**src/rtl/kalman_sequencer.sv**
```systemverilog
// kalman_sequencer
//   Sequences one Kalman filter update per IMU sample: a roll/pitch step,
//   then (on every YAW_DIV-th sample) a yaw step. Each step is issued with a
//   one-cycle enable, waits for kalman_done from the filter timer, then
//   clears the timer. One further sample may queue (pending) while busy;
//   any more are dropped and flagged in sticky sample_overrun.
//
//   Optional feature: define KALMAN_SEQ_TIMEOUT_EN to build an 8-bit
//   kalman_done watchdog (TIMEOUT_CYCLES). On expiry it pulses timeout_err,
//   clears the timer in ABORT and returns to IDLE. When the macro is not
//   defined, WAIT states wait forever and timeout_err is tied to 0.
//
// Parameters
//   YAW_DIV         1..16   yaw step on every YAW_DIV-th sample
//   TIMEOUT_CYCLES  2..255  watchdog limit (only with KALMAN_SEQ_TIMEOUT_EN)
// Ports
//   clk, rst             clock; asynchronous active-high reset
//   sample_ready         in   1-cycle pulse, new IMU sample
//   kalman_done          in   step finished, held until timer_clear
//   overrun_clear        in   clears sample_overrun
//   roll_pitch_enable    out  1-cycle roll/pitch step request
//   yaw_enable           out  1-cycle yaw step request
//   timer_clear          out  1-cycle filter timer clear
//   update_busy          out  high whenever not IDLE
//   update_done          out  1-cycle pulse, update for one sample finished
//   sample_overrun       out  sticky, a sample was dropped
//   timeout_err          out  1-cycle pulse, watchdog expired
module kalman_sequencer #(
  parameter int YAW_DIV        = 1,
  parameter int TIMEOUT_CYCLES = 64
) (
  input  logic clk,
  input  logic rst,
  input  logic sample_ready,
  input  logic kalman_done,
  input  logic overrun_clear,
  output logic roll_pitch_enable,
  output logic yaw_enable,
  output logic timer_clear,
  output logic update_busy,
  output logic update_done,
  output logic sample_overrun,
  output logic timeout_err
);

  typedef enum logic [3:0] {
    IDLE, RP_ISSUE, RP_WAIT, RP_CLR, YAW_ISSUE, YAW_WAIT, YAW_CLR, DONE, ABORT
  } state_t;

  state_t     state, state_nxt;
  logic [3:0] yaw_cnt;
  logic       pending, pending_nxt;
  logic       overrun_set;
  logic       wd_expire;

`ifdef KALMAN_SEQ_TIMEOUT_EN
  logic [7:0] wdog;
  logic       wait_st;

  assign wait_st   = (state == RP_WAIT) || (state == YAW_WAIT);
  // A done arriving in the expiry cycle still wins over the watchdog.
  assign wd_expire = wait_st && !kalman_done && (wdog >= 8'(TIMEOUT_CYCLES));

  // ISSUE always precedes WAIT, so zeroing there means 0 on WAIT entry.
  always_ff @(posedge clk or posedge rst) begin
    if (rst)
      wdog <= '0;
    else if (state == RP_ISSUE || state == YAW_ISSUE)
      wdog <= '0;
    else if (wait_st && !kalman_done && !wd_expire)
      wdog <= wdog + 8'd1;
  end
`else
  // Watchdog not built: TIMEOUT_CYCLES has no effect in this configuration.
  logic unused_timeout_cfg;
  assign unused_timeout_cfg = (TIMEOUT_CYCLES != 0);
  assign wd_expire          = 1'b0;
`endif

  // State register
  always_ff @(posedge clk or posedge rst) begin
    if (rst) state <= IDLE;
    else     state <= state_nxt;
  end

  // Next state
  always_comb begin
    state_nxt = state;
    case (state)
      IDLE:      if (sample_ready) state_nxt = RP_ISSUE;
      RP_ISSUE:  state_nxt = RP_WAIT;
      RP_WAIT:   if (kalman_done) state_nxt = RP_CLR;
                 else if (wd_expire) state_nxt = ABORT;
      RP_CLR:    state_nxt = (yaw_cnt == 4'd0) ? YAW_ISSUE : DONE;
      YAW_ISSUE: state_nxt = YAW_WAIT;
      YAW_WAIT:  if (kalman_done) state_nxt = YAW_CLR;
                 else if (wd_expire) state_nxt = ABORT;
      YAW_CLR:   state_nxt = DONE;
      DONE:      state_nxt = (pending || sample_ready) ? RP_ISSUE : IDLE;
      ABORT:     state_nxt = IDLE;
      default:   state_nxt = IDLE;
    endcase
  end

  // Outputs
  always_comb begin
    roll_pitch_enable = (state == RP_ISSUE);
    yaw_enable        = (state == YAW_ISSUE);
    timer_clear       = (state == RP_CLR) || (state == YAW_CLR) || (state == ABORT);
    update_busy       = (state != IDLE);
    update_done       = (state == DONE);
    timeout_err       = wd_expire;
  end

  // Pending / overrun. In DONE a waiting sample is consumed; a sample
  // arriving in the same cycle either starts directly (nothing pending) or
  // becomes the new pending one, so DONE never drops a sample.
  always_comb begin
    pending_nxt = pending;
    overrun_set = 1'b0;
    if (state == DONE) begin
      pending_nxt = pending && sample_ready;
    end else if (state != IDLE && sample_ready) begin
      overrun_set = pending;
      pending_nxt = 1'b1;
    end
  end

  always_ff @(posedge clk or posedge rst) begin
    if (rst) begin
      pending        <= 1'b0;
      sample_overrun <= 1'b0;
      yaw_cnt        <= 4'd0;
    end else begin
      pending <= pending_nxt;
      if (overrun_set)        sample_overrun <= 1'b1;
      else if (overrun_clear) sample_overrun <= 1'b0;
      if (state == DONE)
        yaw_cnt <= (yaw_cnt == 4'(YAW_DIV - 1)) ? 4'd0 : yaw_cnt + 4'd1;
    end
  end

endmodule

```
**config.mk**
```make
export PLATFORM = sky130hd
export DESIGN_NAME = kalman_sequencer
export DESIGN_NICKNAME = d
export VERILOG_FILES = /design/src/rtl/kalman_sequencer.sv
export SDC_FILE = /design/constraint.sdc
export NUM_CORES = 1
export LEC_CHECK = 0
export ABC_AREA = 1
export BUFFER_PORTS_ARGS = -buffer_cell sky130_fd_sc_hd__clkbuf_2
export CAP_MARGIN = 10
export CORE_AREA = 2 2 39 41
export DETAILED_ROUTE_END_ITERATION = 12
export DIE_AREA = 0 0 41 43
export GPL_TIMING_DRIVEN = 0
export PLACE_DENSITY = 0.6
export RECOVER_POWER = 25
export SLEW_MARGIN = 20
export SYNTH_ARGS = -nofsm -noshare
export SYNTH_HDL_FRONTEND = slang
export SYNTH_SLANG_ARGS = --single-unit
export TNS_END_PERCENT = 30
```
**constraint.sdc**
```tcl
create_clock -name clk -period 1.4 [get_ports clk]
set_clock_uncertainty 0.2 [all_clocks]
set_input_delay 0.14 -clock clk [delete_from_list [all_inputs] [get_ports clk]]
set_output_delay 0.14 -clock clk [all_outputs]
set_load 0.05 [all_outputs]
```
==> results of run 1 <==
[per-stage QoR]
step,hold WS [ns],setup slack (ns),TNS (ns),std cells
2_1_floorplan,-0.2321,-0.08908,-0.1781,68
3_3_place_gp,-0.09543,-0.07992,-0.1563,94
3_5_place_dp,-0.1061,-0.07292,-0.1406,94
4_1_cts,0.1533,-0.1506,-0.5914,103
5_1_grt,0.1984,-0.2221,-0.9657,105
6_report,0.1557,-0.1503,-0.5965,105
[path summary, 6_finish.rpt]
kind | slack (ns) | startpoint | cells after the start | endpoint
setup / recovery | -0.15 | state[1] | 5 | timer_clear
hold / removal | 0.16 | rst | 3 | yaw_cnt[3]
setup reg to reg | 0.05 | state[1] | 7 | state[1]
hold reg to reg | 0.28 | yaw_cnt[3] | 1 | yaw_cnt[3]
max in group asynchronous | 0.56 | rst | 3 | state[2]
min in group clk | 0.28 | yaw_cnt[3] | 1 | yaw_cnt[3]
[sequential cells by signal, indices dropped and copies added (netlist names)]
name / flops
sample_overrun: 1
state: 3
pending: 1
yaw_cnt: 4
[metal layers]
metal	routed length, um	vias up	GRT usage, %	share of wire [%]
met5	0	-	0	0
met4	17	0	8.000	1.4
met3	58	2	7.853	4.9
met2	602	14	21.88	51
met1	503	214	16.56	43
li1	-	253	-	-
[repair_timing]
action / 4_1_cts / 5_1_grt
setup endpoints to repair: 5 / 7
setup buffers: 1 / 2
hold endpoints to repair: 13 / 0
hold buffers: 4 / 0
pin swaps: 1 / 2
resized for setup: 22 / 8
cloned: 0 / 0
[final cells by class]
class	instances	area [um2]	share of cell area [%]
Multi-Input combinational cell	47	306.5	37.93
Sequential cell	9	229.0	28.33
Timing Repair Buffer	17	170.2	21.05
Inverter	11	48.80	6.037
Clock buffer	4	26.28	3.251
Tap cell	16	20.02	2.477
Buffer	1	7.507	0.9288
[power groups by stage]
stage	clock network, mW	logic [mW]	registers (mW)
2_1_floorplan	0	0.649	0.470
3_3_place_gp	0	0.830	0.438
3_5_place_dp	0	0.833	0.441
4_1_cts	0.208	1.03	0.470
5_1_grt	0.227	1.25	0.492
6_report	0.197	1.17	0.479
[logic make-up after synthesis]
logic type / after synthesis
compound gates: 5
simple gates: 37
other cells: 1
flops: 9
fa+ha+maj: 2
xor+xnor: 2
buf+inv: 12
[placed cells by master, fill, tap and decap left out, types with 2 or more instances in the layout]
| cell type | n |
|---|---|
| nand3_1 | 6 |
| nor2_1 | 4 |
| clkbuf_4 | 3 |
| dfrtp_2 | 3 |
| nand2_2 | 3 |
| ha_1 | 2 |
| dlygate4sd3_1 | 4 |
| clkbuf_8 | 2 |
| inv_1 | 7 |
| nand2_4 | 2 |
| buf_8 | 2 |
| inv_4 | 3 |
| o21ai_0 | 2 |
| dfrtp_1 | 6 |
| clkbuf_2 | 5 |
| nor2_4 | 2 |
| nand4_1 | 3 |
| nand2_1 | 13 |
| buf_4 | 4 |
[worst max-delay path: stages, from the launching register on]
cell	delay (ns)
dfrtp_2	0.47
nand2_4	0.11
nor2_4	0.13
inv_2	0.05
nand2_2	0.06
buf_8	0.14
==> summary.md, run 1 <==
| Metric | Value |
|---|---|
| Die Width | 41 um |
| RSZ-0062 raised after global routing | true |
| Achievable Freq | 645.0 MHz |
| Clk pwr share | 10.7% |
| Largest net degree at the start of global routing | 10 |
| Status | complete, but fails checks |
| Synth Area in Adders | 4.684% |
| IO buf count | 10 |
| Avg WL per Cell | 11.25 um |
| Vias | 483 |
| CTS clk-pin slew, worst paths | 0.06 ns |
| Drt total wl | 1.181 mm |
| Share of layout cells above drive strength 1 | 40.45% |
| Grt total ovfl | 0 |
| Total track usage | 14.89% |
| Xor and xnor area share after synthesis | 3.279% |
| Initial antenna violation count | 0 |
| Final Hold Vio Count | 0 |
| Die H | 43 um |
| Routed Antenna Nets | 0 |
| CP Data Required Time | 1.06 ns |
| DRT iter0 DRCs | 6 |
| Full die area | 0.001763 mm2 |
| Clock latency on the worst-skew pair | 0.26 ns |
| Final period util | 110.7% |
| Internal power | 0.8918 mW |
| IO Count | 12 |
| Worst setup margin | -0.1503 ns |
| Crit path DAT | 1.21 ns |
| Final RePlAce weighted congestion | 0.7885 |
| Synth Area in Simple Gates | 34.66% |
| Share of the core filled with cells | 58.41% |
| Most common cell in the netlist | nand2_1 |
| # DRC | 0 |
| Crit end category | primary output |
| Placed cell area | 619.3 um2 |
| Main combinational cell family by area after synthesis | simple AND/OR/NAND/NOR gates |
| Syn Area/Cell | 7.857 um2 |
| Final nets | 97 |
| Pins Over Slew Limit | 0 |
| Finished Cell Area | 808.3 um2 |
| Row count | 14 |
| Root Buffer | clkbuf_4 |
| Pre-Repair DR Iteration Count | 5 |
| CTS tree | built |
| Final min period | 1.550 ns |
| Mapped Area | 534.3 um2 |
| Reported net switching power | 0.9521 mW |
| Number of flops mapped to enable cells by yosys | 0 |
| Longest Clk Path Bufs | 2 |
| Failing checks | setup timing |
| Critical path launch point type | flop |
| Sw Ratio | 51.64% |
| Critical path type | reg2out |
| First-pass GRT wire length | 1.731 mm |
| Synth async-reset ratio | 100.0% |
| Crit Path Max Fanout | 6 |
| Synth top area cells | dfrtp_1, nand2_1, inv_1 |
| Ant. Diodes | 0 |
| Seq pwr share | 26.0% |
| Fraction of post-synthesis cell area in the top cell type by area | 42.15% |
| Syn nets | 75 |
| Area grow syn2layout | 51.29% |
| Initial Util | 38.61% |
| Worst vdd ir | 0.001199 V |
| Final setup violation count | 5 |
| Most frequent cells after synthesis | nand2_1, inv_1, dfrtp_1 |
| Combinational power share | 63.4% |
| Netlist cell types | 21 |
| H-tree Lvls | 1 |
| Power per standard cell area | 2281 mW/mm2 |
| Synthesized-area fraction occupied by ao, oa, aoi and oai cells | 4.918% |
| Hold/Removal Path Class | in2async |
| Fillers | 113 |
| Final Power | 1.844 mW |
| Synth Register Bits | 9 |
| Leakage | 0.4175 nW |
| Max-Cap Viols | 0 |
| Clock Sinks | 9 |
| Synthesized netlist cell count | 68 |
| Post-synthesis sequential area ratio | 42.15% |
| Syn. warnings | 0 |
| CTS buffer count | 3 |
| Top FF cell, synth | dfrtp_1 |
| Dpl hpwl | 738.5 um |
| Total core area | 0.001384 mm2 |
| Vias in the first global route | 451 |
| Via density | 4.600 |
| Area leader, netlist | dfrtp_1 |
| Post-synthesis mux area share | 0% |
Note: power is estimated with default switching activity, not from simulation.
==> inputs of run 2 (changes only) <==
==> constraint.sdc (replaced) <==
create_clock -name clk -period 1.9 [get_ports clk]
set_clock_uncertainty 0.2 [all_clocks]
set_input_delay 0.19 -clock clk [delete_from_list [all_inputs] [get_ports clk]]
set_output_delay 0.19 -clock clk [all_outputs]
set_load 0.05 [all_outputs]
==> run 2 against run 1 <==
The flow now finishes without violations. Final area is 18% lower. Sequential share of layout area is 5.5 points higher. Sequential power is 34% lower. Via count is 3.5% lower. Critical path type unchanged. Critical endpoint unchanged.
==> summary.md, run 2 (synthesis results as in run 1) <==
| Metric | Value |
|---|---|
| Status | finished clean (was complete, but fails checks) |
| Pins Over Slew Limit | 0 (unchanged) |
| Most frequent cells in the layout | nand2_1, inv_1, clkbuf_2 (was nand2_1, inv_1, nand3_1, dfrtp_1, clkbuf_2) |
| Worst vdd ir | 0.0008803 V (was 0.001199 V) |
| Longest Clk Path Bufs | 2 (unchanged) |
| IO Count | 12 (unchanged) |
| Share of layout cells above drive strength 1 | 24.71% (was 40.45%) |
| First-pass GRT wire length | 1.635 mm (was 1.731 mm) |
| Largest register FFs | 4 (unchanged) |
| DRT iter0 DRCs | 9 (was 6) |
| Final nets | 93 (was 97) |
| Worst min-delay path startpoint | kalman_done |
| Achievable Freq | 561.4 MHz |
| Ant. Diodes | 0 (unchanged) |
| Setup TNS after final layout | 0 ns (was -0.5965 ns) |
| R2r startpoint | state[2] (was state[1]) |
| Most flop-heavy register | yaw_cnt (unchanged) |
| Commonest non-fill, non-tap cell in the layout | nand2_1 (unchanged) |
| Global-route met3 utilization | 4.712% (was 7.853%) |
| Grt total ovfl | 0 (unchanged) |
| Via density | 4.614 (was 4.600) |
| Clock latency on the worst-skew pair | 0.25 ns (was 0.26 ns) |
| Total core area | 0.001384 mm2 (unchanged) |
| # DRC | 0 (unchanged) |
| Crit path DAT | 1.39 ns (was 1.21 ns) |
| Row count | 14 (unchanged) |
| Root Buffer | clkbuf_4 (unchanged) |
| Hold/Removal Path Class | in2reg (was in2async) |
| Pre-Repair DR Iteration Count | 5 (unchanged) |
| IO buf count | 10 (unchanged) |
| CP Data Required Time | 1.51 ns (was 1.06 ns) |
| Met1 GRT Util | 21.00% (was 16.56%) |
| Critical path launch point type | flop (unchanged) |
| Crit-path slowest cell | dfrtp_1 (was dfrtp_2) |
| Initial antenna violation count | 0 (unchanged) |
| Final Power | 1.063 mW (was 1.844 mW) |
| Avg WL per Cell | 9.871 um (was 11.25 um) |
| Placed cell area | 609.3 um2 (was 619.3 um2) |
| Max-Cap Viols | 0 (unchanged) |
| Final min period | 1.781 ns |
| GR peak layer | met1 (was met2) |
| Met2 Use GR | 16.88% (was 21.88%) |
| CTS tree | built (unchanged) |
| Vias in the first global route | 408 (was 451) |
| CTS clk-pin slew, worst paths | 0.06 ns (about the same) |
| Post-CTS Setup Bufs | 0 (was 1) |
| Largest net degree at the start of global routing | 10 (unchanged) |
| Initial Util | 38.61% (unchanged) |
| Finished Cell Area | 665.6 um2 (was 808.3 um2) |
| Crit end category | primary output (unchanged) |
| Dpl hpwl | 728 um (was 738.5 um) |
| Full die area | 0.001763 mm2 (unchanged) |
| Crit-path max cell delay | 0.45 ns (was 0.47 ns) |
| Top flop regs | yaw_cnt x4, state x3 (unchanged) |
| Critical Path, Cell by Cell | nand2_2 -> nor2_1 -> inv_1 -> nand2_1 -> clkbuf_2 (was nand2_4 -> nor2_4 -> inv_2 -> nand2_2 -> buf_8) |
| Area grow syn2layout | 24.59% (was 51.29%) |
| Power per standard cell area | 1596 mW/mm2 (was 2281 mW/mm2) |
| Final Hold Vio Count | 0 (unchanged) |
| Routed Antenna Nets | 0 (unchanged) |
| Die H | 43 um (unchanged) |
| Total track usage | 13.40% (was 14.89%) |
| Critical path type | reg2out (unchanged) |
| Worst Setup SP | state[1] (unchanged) |
| Clock Sinks | 9 (unchanged) |
| Crit Path Max Fanout | 6 (unchanged) |
| Final period util | 93.75% |
| H-tree Lvls | 1 (unchanged) |
| Final setup violation count | 0 (was 5) |
| RSZ-0062 raised after global routing | false (was true) |
| CTS buffer count | 3 (unchanged) |
| Vias | 466 (was 483) |
| Final RePlAce weighted congestion | 0.7284 (was 0.7885) |
| Die Width | 41 um (unchanged) |
| Drt total wl | 997 um (was 1.181 mm) |
| Leakage | 0.3739 nW (was 0.4175 nW) |
==> run 2: cell types whose count changed in the layout (fill, tap and decap cells not counted), moves of 3 or more <==
cell / previous run / this run
buf_4: 4 / 1
clkbuf_2: 5 / 10
dfrtp_1: 6 / 9
dfrtp_2: 3 / 0
inv_1: 7 / 10
nand2_1: 13 / 16
==> run 2: layout make-up <==
cell class,count,area (um2)
multi-input combinational,47,262.8
timing repair buffer,13,80.08
inverter,11,43.79
tap,16,20.02
clock buffer,4,26.28
sequential,9,225.2
fill,143,718.2
buffer,1,7.507
==> run 2: repair_timing <==
action | in CTS | in global routing
resized for setup | 0 | 0
hold endpoints to repair | 10 | 1
hold buffers | 2 | 1
==> run 2: path summary, 6_finish.rpt <==
kind	end	slack (ns)	cells past startpoint
worst max-delay path	timer_clear	0.12	5
worst min-delay path	state[1]	0.05	4
worst max register to register	pending	0.55	5
worst min register to register	yaw_cnt[3]	0.28	1
max in group asynchronous	sample_overrun	1.00	3
min in group asynchronous	yaw_cnt[0]	0.23	3
==> run 2: layer usage <==
layer	up-vias	routed length [um]	share of wire, %
li1	245	-	-
met4	0	8	0.80
met5	-	0	0
met3	2	47	4.7
met1	210	522	52
met2	9	419	42
==> run 2: stage by stage <==
stage	util [%]	setup slack, ns	hold slack [ns]	std cells
floorplan	-	0.2186	-0.1821	68
global placement	44.03	0.3831	-0.04114	94
detailed placement	44.03	0.3876	-0.03735	94
CTS	47.38	0.09753	0.001918	100
global route	48.10	0.003576	0.04593	101
finish	48.10	0.1188	0.04801	101
==> run 2: where the power goes <==
group | total, mW | internal, mW | switching (mW)
Combinational | 0.599 | 0.154 | 0.445
Sequential | 0.317 | 0.244 | 0.0725
Clock | 0.147 | 0.0809 | 0.0657
Total | 1.06 | 0.479 | 0.583
==> run 2: critical path: cells and delay by family (launching register included) <==
family,cells,cell delay (ns)
buffers and inverters,2,0.34
and+or+nand+nor,3,0.36
DFF,1,0.45
==> inputs of run 3 (changes only) <==
--- a/config.mk
+++ b/config.mk
@@ -14,6 +14,7 @@
 export GPL_TIMING_DRIVEN = 0
 export PLACE_DENSITY = 0.6
 export RECOVER_POWER = 25
+export SETUP_SLACK_MARGIN = 0.15
 export SLEW_MARGIN = 20
 export SYNTH_ARGS = -nofsm -noshare
 export SYNTH_HDL_FRONTEND = slang
==> constraint.sdc (replaced) <==
create_clock -name clk -period 1.9 [get_ports clk]
set_clock_uncertainty 0.2 [all_clocks]
set_input_delay 0.19 -clock clk [delete_from_list [all_inputs] [get_ports clk]]
set_output_delay 0.19 -clock clk [all_outputs]
set_load 0.02 [all_outputs]
==> run 3 against run 2 <==
Cell count did not move. Largest power group unchanged. Critical path depth fell by 1. Clock power rose by 3%. Utilization fell by 0.18 points. Global-route usage rose by 0.38 points. Highest routed layer unchanged.
==> summary.md, run 3 (synthesis results as in run 1) <==
| Metric | Value |
|---|---|
| Hold WS | 0.008857 ns (was 0.04801 ns) |
| CTS clk-pin slew, worst paths | 0.06 ns (about the same) |
| Clock latency on the worst-skew pair | 0.26 ns (was 0.25 ns) |
| Worst min-delay path startpoint | kalman_done (unchanged) |
| Initial Util | 38.61% (unchanged) |
| Top flop regs | yaw_cnt x4, state x3 (unchanged) |
| Crit Path Max Fanout | 6 (unchanged) |
| Most flop-heavy register | yaw_cnt (unchanged) |
| Full die area | 0.001763 mm2 (unchanged) |
| Achievable Freq | 606.3 MHz (was 561.4 MHz) |
| Pins Over Slew Limit | 0 (unchanged) |
| Final Power | 0.9358 mW (was 1.063 mW) |
| Largest register FFs | 4 (unchanged) |
| First-pass GRT wire length | 1.593 mm (was 1.635 mm) |
| Leakage | 0.3707 nW (was 0.3739 nW) |
| Final min period | 1.649 ns (was 1.781 ns) |
| Row count | 14 (unchanged) |
| Reported net switching power | 0.4533 mW (was 0.5832 mW) |
| Longest Clk Path Bufs | 2 (unchanged) |
| FF/Latch Area | 227.7 um2 (was 225.2 um2) |
| CTS buffer count | 3 (unchanged) |
| Area of the multi-input gates | 257.7 um2 (was 262.8 um2) |
| Max-Cap Viols | 0 (unchanged) |
| Post-CTS Setup Bufs | 0 (unchanged) |
| CP Data Required Time | 1.51 ns (about the same) |
| CTS tree | built (unchanged) |
| Final nets | 93 (unchanged) |
| Vias in the first global route | 396 (was 408) |
| Drt total wl | 993 um (was 997 um) |
| Ant. Diodes | 0 (unchanged) |
| RSZ-0062 raised after global routing | false (unchanged) |
| Seq pwr share | 34.6% (was 29.8%) |
| Setup WS pre-CTS | 0.5068 ns (was 0.3876 ns) |
| Root Buffer | clkbuf_4 (unchanged) |
| Finished Cell Area | 663.1 um2 (was 665.6 um2) |
| Clk pwr share | 16.3% (was 13.8%) |
| Avg WL per Cell | 9.832 um (was 9.871 um) |
| Fillers | 142 (was 143) |
| Pre-Repair DR Iteration Count | 4 (was 5) |
| Worst setup margin | 0.2508 ns (was 0.1188 ns) |
| Crit end category | primary output (unchanged) |
| Via density | 4.693 (was 4.614) |
| Most frequent cells in the layout | nand2_1, inv_1, clkbuf_2 (unchanged) |
| Die H | 43 um (unchanged) |
| Power per standard cell area | 1411 mW/mm2 (was 1596 mW/mm2) |
| Routed Antenna Nets | 0 (unchanged) |
| Status | finished clean (unchanged) |
| Initial antenna violation count | 0 (unchanged) |
| Final RePlAce weighted congestion | 0.7377 (was 0.7284) |
| H-tree Lvls | 1 (unchanged) |
| Placed cell area | 604.3 um2 (was 609.3 um2) |
| Total track usage | 13.78% (was 13.40%) |
| Commonest non-fill, non-tap cell in the layout | nand2_1 (unchanged) |
| Crit path DAT | 1.26 ns (was 1.39 ns) |
| Critical path launch point type | flop (unchanged) |
| DRT iter0 DRCs | 8 (was 9) |
| Clock Sinks | 9 (unchanged) |
| Grt total ovfl | 0 (unchanged) |
| Area grow syn2layout | 24.12% (was 24.59%) |
| Vias | 474 (was 466) |
| Share of layout cells above drive strength 1 | 25.88% (was 24.71%) |
| Worst Setup SP | state[0] (was state[1]) |
| Final Hold Vio Count | 0 (unchanged) |
| Internal power | 0.4825 mW (was 0.4793 mW) |
| Combinational power share | 49.1% (was 56.4%) |
| Hold/Removal Path Class | in2reg (unchanged) |
| Largest net degree at the start of global routing | 10 (unchanged) |
| Die Width | 41 um (unchanged) |
| Setup TNS after final layout | 0 ns (unchanged) |
| IO buf count | 10 (unchanged) |
| Worst vdd ir | 0.0006691 V (was 0.0008803 V) |
| # DRC | 0 (unchanged) |
| IO Count | 12 (unchanged) |
| Critical path type | reg2out (unchanged) |
| R2r startpoint | state[2] (unchanged) |
| Total core area | 0.001384 mm2 (unchanged) |
| Final period util | 86.80% (was 93.75%) |
| Sw Ratio | 48.44% (was 54.89%) |
| Final setup violation count | 0 (unchanged) |
==> run 3: changes by cell type in the layout (fill, tap and decap cells not counted) <==
cell / change
nor3_2: -1
dfrtp_1: -2
nor3_1: +1
dfrtp_2: +2
==> run 3: worst paths after layout <==
check | slack (ns) | to | cells after the start
max | 0.25 | yaw_enable | 4
min | 0.009 | state[0] | 4
max reg2reg | 0.54 | pending | 5
min reg2reg | 0.28 | yaw_cnt[3] | 1
max in group asynchronous | 1.03 | state[1] | 3
min in group asynchronous | 0.20 | sample_overrun | 3
==> run 3: through the flow <==
step	util, %	cells
after global placement	43.67	94
after global routing	47.92	101
after floorplan	-	68
final	47.92	101
after CTS	47.74	101
after detailed placement	43.67	94
==> run 3: what timing repair did <==
item / CTS / global route
endpoints found under the hold margin: 11 / 0
hold buffers: 3 / 0
setup endpoints to repair: 0 / 2
gates resized for setup: 0 / 2
==> run 3: area by class of cell <==
| cell class | instances | share of cell area, % |
|---|---|---|
| Clock buffer | 4 | 3.962 |
| Multi-Input combinational cell | 47 | 38.87 |
| Buffer | 1 | 1.132 |
| Sequential cell | 9 | 34.34 |
| Timing Repair Buffer | 13 | 12.08 |
| Tap cell | 16 | 3.019 |
| Inverter | 11 | 6.604 |
==> run 3: worst max-delay path, stage by stage (launching register included) <==
cell and delay (ns):
dfrtp_2 0.44, inv_1 0.18, nand2_1 0.09, nor2_1 0.10, clkbuf_2 0.18
==> run 3: metal layers <==
layer  routed length (um)  up-vias  track usage, %
li1                     -      247               -
met1                  487      210           16.89
met2                  418       12           19.06
met3                   44        5           3.141
met4                   42        0           12.00
met5                    0        -               0
==> run 3: power by group through the flow <==
stage	combinational (mW)	sequential (mW)	clock, mW
after floorplan	0.340	0.317	0
after CTS	0.463	0.319	0.157
after global placement	0.450	0.320	0
after global routing	0.505	0.335	0.167
after detailed placement	0.459	0.321	0
final	0.460	0.324	0.152
